**config.mk**
```make
export PLATFORM = sky130hd
export DESIGN_NAME = viterbi_decoder
export DESIGN_NICKNAME = d
export VERILOG_FILES = /design/src/rtl/conv_pkg.sv /design/src/rtl/acs_unit.sv /design/src/rtl/viterbi_decoder.sv
export SDC_FILE = /design/constraint.sdc
export NUM_CORES = 1
export LEC_CHECK = 0
export BUFFER_PORTS_ARGS = -buffer_cell sky130_fd_sc_hd__buf_2
export CAP_MARGIN = 0
export CORE_MARGIN = 4
export CORE_UTILIZATION = 60
export CTS_BUF_LIST = sky130_fd_sc_hd__clkbuf_16
export DETAILED_ROUTE_END_ITERATION = 10
export PLACE_DENSITY = 0.75
export SLEW_MARGIN = 20
export SYNTH_ARGS = -nofsm -noshare
export SYNTH_HDL_FRONTEND = slang
export SYNTH_HIERARCHICAL = 1
export SYNTH_SLANG_ARGS = --single-unit
```
**constraint.sdc**
```tcl
create_clock -name clk -period 14.28 [get_ports clk]
set_input_delay 2.856 -clock clk [delete_from_list [all_inputs] [get_ports clk]]
set_output_delay 2.856 -clock clk [all_outputs]
set_load 0.05 [all_outputs]
```
**src/rtl/conv_pkg.sv**
```systemverilog
// conv_pkg: definitions of the rate-1/2, K=3 (7,5 octal) convolutional code
// shared by the transmit-side encoder and the receive-side Viterbi decoder,
// so that both ends always agree on the generator polynomials.
//   G0, G1          generator taps applied to {u, p1, p0}
//   K, N_STATES     constraint length and trellis size
//   expected_pair   code pair {c1, c0} emitted for input u from state {p1, p0}
//   pair_distance   Hamming distance between two code pairs (0..2)
package conv_pkg;

  localparam logic [2:0] G0       = 3'b111;
  localparam logic [2:0] G1       = 3'b101;
  localparam int         K        = 3;
  localparam int         N_STATES = 4;

  function automatic logic [1:0] expected_pair(input logic u, input logic p1, input logic p0);
    logic [2:0] taps;
    taps = {u, p1, p0};
    return {^(G0 & taps), ^(G1 & taps)};
  endfunction

  function automatic logic [1:0] pair_distance(input logic [1:0] a, input logic [1:0] b);
    logic [1:0] diff;
    diff = a ^ b;
    return {1'b0, diff[1]} + {1'b0, diff[0]};
  endfunction

endpackage

```
**src/rtl/acs_unit.sv**
```systemverilog
// acs_unit: add-compare-select for one trellis state {u, p1}.
//   pm_a     path metric of predecessor {p1, 0}
//   pm_b     path metric of predecessor {p1, 1}
//   conv_in  received code pair {g0 bit, g1 bit}
//   u, p1    the state this unit serves
//   pm_new   winning candidate metric, one bit wider than stored metrics,
//            not yet normalised
//   dec      chosen predecessor's p0 bit (0 on a tie)
module acs_unit
  import conv_pkg::*;
#(
  parameter int PM_W = 4
) (
  input  logic [PM_W-1:0] pm_a,
  input  logic [PM_W-1:0] pm_b,
  input  logic [1:0]      conv_in,
  input  logic            u,
  input  logic            p1,
  output logic [PM_W:0]   pm_new,
  output logic            dec
);

  localparam int CW = PM_W + 1;

  logic [1:0]    bm_a;
  logic [1:0]    bm_b;
  logic [CW-1:0] cand_a;
  logic [CW-1:0] cand_b;

  assign bm_a   = pair_distance(conv_in, expected_pair(u, p1, 1'b0));
  assign bm_b   = pair_distance(conv_in, expected_pair(u, p1, 1'b1));
  assign cand_a = {1'b0, pm_a} + CW'(bm_a);
  assign cand_b = {1'b0, pm_b} + CW'(bm_b);

  // strict compare so that ties resolve to the p0 = 0 predecessor
  assign dec    = (cand_b < cand_a);
  assign pm_new = dec ? cand_b : cand_a;

endmodule

```
**src/rtl/viterbi_decoder.sv**
```systemverilog
// viterbi_decoder: hard-decision Viterbi decoder for the (7,5) K=3 code,
// register-exchange survivors, four path metrics normalised every step.
//   clk        bit-rate clock
//   reset      asynchronous, active-low; clears all state
//   conv_in    received code pair, [1] = g0 bit, [0] = g1 bit
//   in_valid   conv_in accepted on the rising clk edge when high
//   dec_out    decoded bit, delayed TB_DEPTH accepted pairs
//   out_valid  dec_out valid this cycle (in_valid high and survivors full)
module viterbi_decoder
  import conv_pkg::*;
#(
  parameter int TB_DEPTH = 16,
  parameter int PM_W     = 4
) (
  input  logic       clk,
  input  logic       reset,
  input  logic [1:0] conv_in,
  input  logic       in_valid,
  output logic       dec_out,
  output logic       out_valid
);

  localparam int              CW      = PM_W + 1;
  localparam int              CNT_W   = $clog2(TB_DEPTH + 1);
  localparam logic [CNT_W-1:0] CNT_FULL = CNT_W'(TB_DEPTH);
  // non-zero start metrics make state 00 the only credible origin
  localparam logic [PM_W-1:0]  PM_INIT  = PM_W'(1) << (PM_W - 1);

  logic [PM_W-1:0]                     pm_q [N_STATES];
  logic [PM_W-1:0]                     pm_norm [N_STATES];
  logic [N_STATES-1:0][CW-1:0]         cand;
  logic [N_STATES-1:0]                 dec;
  logic [CW-1:0]                       cand_min;
  logic [N_STATES-1:0][TB_DEPTH-1:0]   sv_q;
  logic [N_STATES-1:0][TB_DEPTH-1:0]   sv_pred;
  logic [N_STATES-1:0][TB_DEPTH-1:0]   sv_d;
  logic [CNT_W-1:0]                    cnt_q;
  logic                                dec_hold_q;
  logic [1:0]                          best;
  logic [PM_W-1:0]                     best_pm;
  logic                                dec_live;

  for (genvar s = 0; s < N_STATES; s++) begin : g_state
    localparam logic [1:0] S = 2'(s);

    acs_unit #(.PM_W(PM_W)) u_acs (
      .pm_a    (pm_q[{S[0], 1'b0}]),
      .pm_b    (pm_q[{S[0], 1'b1}]),
      .conv_in (conv_in),
      .u       (S[1]),
      .p1      (S[0]),
      .pm_new  (cand[s]),
      .dec     (dec[s])
    );

    assign sv_pred[s] = dec[s] ? sv_q[{S[0], 1'b1}] : sv_q[{S[0], 1'b0}];
    assign sv_d[s]    = {sv_pred[s][TB_DEPTH-2:0], S[1]};
  end

  always_comb begin
    cand_min = cand[0];
    for (int s = 1; s < N_STATES; s++) begin
      if (cand[s] < cand_min) cand_min = cand[s];
    end
    for (int s = 0; s < N_STATES; s++) begin
      pm_norm[s] = PM_W'(cand[s] - cand_min);
    end
  end

  // lowest index wins on equal metrics
  always_comb begin
    best    = '0;
    best_pm = pm_q[0];
    for (int s = 1; s < N_STATES; s++) begin
      if (pm_q[s] < best_pm) begin
        best    = 2'(s);
        best_pm = pm_q[s];
      end
    end
  end

  assign dec_live  = sv_q[best][TB_DEPTH-1];
  assign dec_out   = in_valid ? dec_live : dec_hold_q;
  assign out_valid = in_valid && (cnt_q == CNT_FULL);

  always_ff @(posedge clk or negedge reset) begin
    if (!reset) begin
      pm_q[0] <= '0;
      for (int s = 1; s < N_STATES; s++) pm_q[s] <= PM_INIT;
      sv_q       <= '0;
      cnt_q      <= '0;
      dec_hold_q <= 1'b0;
    end else if (in_valid) begin
      for (int s = 0; s < N_STATES; s++) pm_q[s] <= pm_norm[s];
      sv_q       <= sv_d;
      dec_hold_q <= dec_live;
      if (cnt_q != CNT_FULL) cnt_q <= cnt_q + 1'b1;
    end
  end

endmodule

```
==> results_dict.tcl <==
set metrics [dict create \
    outcome "completed" \
    clock_path_buffers 2 \
    grt_usage_pct 24.3 \
    grt_max_degree 90 \
    layout_commonest_cell "dfrtp_1" \
    io_pins 7 \
    tightestPinTransition_ps 957 \
    grt_util_met2_pct 42.5 \
    drt_pass1_iterations 6 \
    slew_violations 0 \
    worst_setup_path_start_kind "input pin" \
    cts-htree-levels 3 \
    drive_gt1_share_pct 10.9 \
    clock_skew_ps 9.37 \
    met3_usage_pct 3.05 \
    syn-cell-area_um2 6600 \
    yosysSeqAreaShare_pct 30.8 \
    grt.busiest_layer "met2" \
    holdPathStages 1 \
    grt_pass1_wl_um 25100 \
    via_count 5136 \
    r2r_cells 35 \
    yosys_warnings 6 \
    antenna_found_initial 0 \
    vias_per_cell 6.02 \
    syn-instance-count 707 \
    endpoint_kind "register" \
    drv_cap 0 \
    hold_path.class "reg2reg" \
    wl_um 14800 \
    setup_viol_count_final 0 \
    path_class "in2reg" \
    clock-sinks 81 \
    grt_use_met1_pct 30.0 \
    dieHeight_um 113 \
    worst_path_max_delay_cell "a31oi_4" \
    dp_hpwl_um 10800 \
    drt_iter0_drc 252 \
    clkLatencyLatePin_ps 340 \
    cts_buffers 9 \
    synth-edff-count 0 \
    async_reset_ff_share_pct 100 \
    path_buf_inv 5 \
    holdPathEnd "sv_q[48]" \
    cp_common_cell "ha_1" \
    antenna_left 0 \
    finalHoldViolations 0 \
    design.core.area_um2 10800 \
    cts_resized 0 \
    initial_core_util_pct 61.2 \
    io_buffers 6 \
    cts_setup_buffers 0 \
    yosys_register_bits 81 \
    die_area_um2 12700 \
    cts-root-buf "clkbuf_16" \
    gp_congestion 0.938 \
    critPathMaxFanout 19 \
    fmax_mhz 82.4 \
    fillers 836 \
    layout_common_cells "78 x dfrtp_1, 75 x a21oi_1, 72 x mux2i_1" \
    cts_tree "yes" \
    clkTransAtPathRegs_ps 60 \
    ys.flop_type "dfrtp_1" \
    rows 38 \
    antennaDiodeCount 0 \
    rsz0062_at_grt "no" \
    hold_buffers 0 \
    area_growth_pct 7.09 \
    nets 774 \
    slew_headroom_pct 36.2 \
    drcViolationCount 0 \
    grt_pass1_vias 5149 \
    layout_min_cycle_time_ps 12130 \
    die_x_um 113 \
    drt-wirelength-per-cell_um 17.3 \
    setup_tns_ps 0 \
    critPathTopFamily "compound AO/OA/AOI/OAI gates" \
    crit_required_ps 14500 \
    arrival_ps 12350 \
    min_period_over_period_pct 85.0 \
    r2r-end "pm_q[15]" \
    regToRegStartpoint "pm_q[8]" \
    ys_types 71 \
    r2r_slack_ps 4610 \
    gr-total-overflow 0 \
    avgSynthCellArea_um2 9.34 \
    min_from "sv_q[48]" \
    slowest_delay_ps 760 \
]
## per-stage QoR
step	util [%]	hold WS (ps)	cell area, µm²	setup WS [ps]	cells
3_5_place_dp	62.5	465	6750	1990	836
6_report	65.5	473	7070	2150	853
3_3_place_gp	62.5	452	6750	2220	836
5_1_grt	65.5	504	7070	1440	853
2_1_floorplan	-	438	6640	3640	717
4_1_cts	65.3	479	7040	2260	852
## Yosys cell counts (16+ instances only)
| cell type | instances | area (µm²) |
|---|---|---|
| clkbuf_1 | 22 | 82.6 |
| xor2_1 | 16 | 140 |
| o21ai_0 | 18 | 90.1 |
| a21oi_1 | 75 | 375 |
| nand2_1 | 25 | 93.8 |
| nand3_1 | 25 | 125 |
| dfrtp_1 | 78 | 1950 |
| ha_1 | 53 | 663 |
| xnor2_1 | 31 | 272 |
| mux2i_1 | 72 | 721 |
| nor2_1 | 71 | 267 |
| inv_1 | 60 | 225 |
## flip-flops by register name, summed over array words and instances, names as in the netlist
name / flops
pm_q: 16
cnt_q: 5
sv_q: 59
dec_hold_q: 1
## cells by family after synthesis
| kind of cell | Yosys count | synth area share (%) |
|---|---|---|
| and+or+nand+nor | 160 | 11.1 |
| AOI/OAI and AO/OA | 170 | 18.6 |
| buffers and inverters | 89 | 5.19 |
| other | 2 | 0.114 |
| xor gates and xnor gates | 47 | 6.23 |
| adders and majority gates | 66 | 13.2 |
| DFF | 81 | 30.8 |
| muxes | 92 | 14.8 |
## final cells by class
| cell class | instances | area [µm²] | area share, % |
|---|---|---|---|
| Clock buffer | 9 | 225 | 3.18 |
| Clock inverter | 7 | 70.1 | 0.991 |
| Tap cell | 140 | 175 | 2.48 |
| Sequential cell | 81 | 2030 | 28.7 |
| Inverter | 60 | 225 | 3.18 |
| Multi-Input combinational cell | 547 | 4270 | 60.4 |
| Timing Repair Buffer | 9 | 77.6 | 1.10 |
## per-layer routing
| metal | share of wire (%) | wire length, µm |
|---|---|---|
| met1 | 43 | 6340 |
| met3 | 3.1 | 453 |
| met5 | 0 | 0 |
| met4 | 3.8 | 559 |
| met2 | 50 | 7440 |
## how the worst max path moves through the flow
stage / from / to / depth (start not counted)
final: conv_in[0] / pm_q[15] / 38
after global routing: conv_in[1] / pm_q[3] / 37
after CTS: conv_in[0] / pm_q[15] / 38
after detailed placement: conv_in[0] / pm_q[15] / 38
after global placement: conv_in[1] / pm_q[15] / 38
after floorplan: conv_in[1] / pm_q[15] / 36
Power is left out: the tool's default activity adds up to more than one toggle a clock period on the data nets, which glitch-free logic cannot reach.
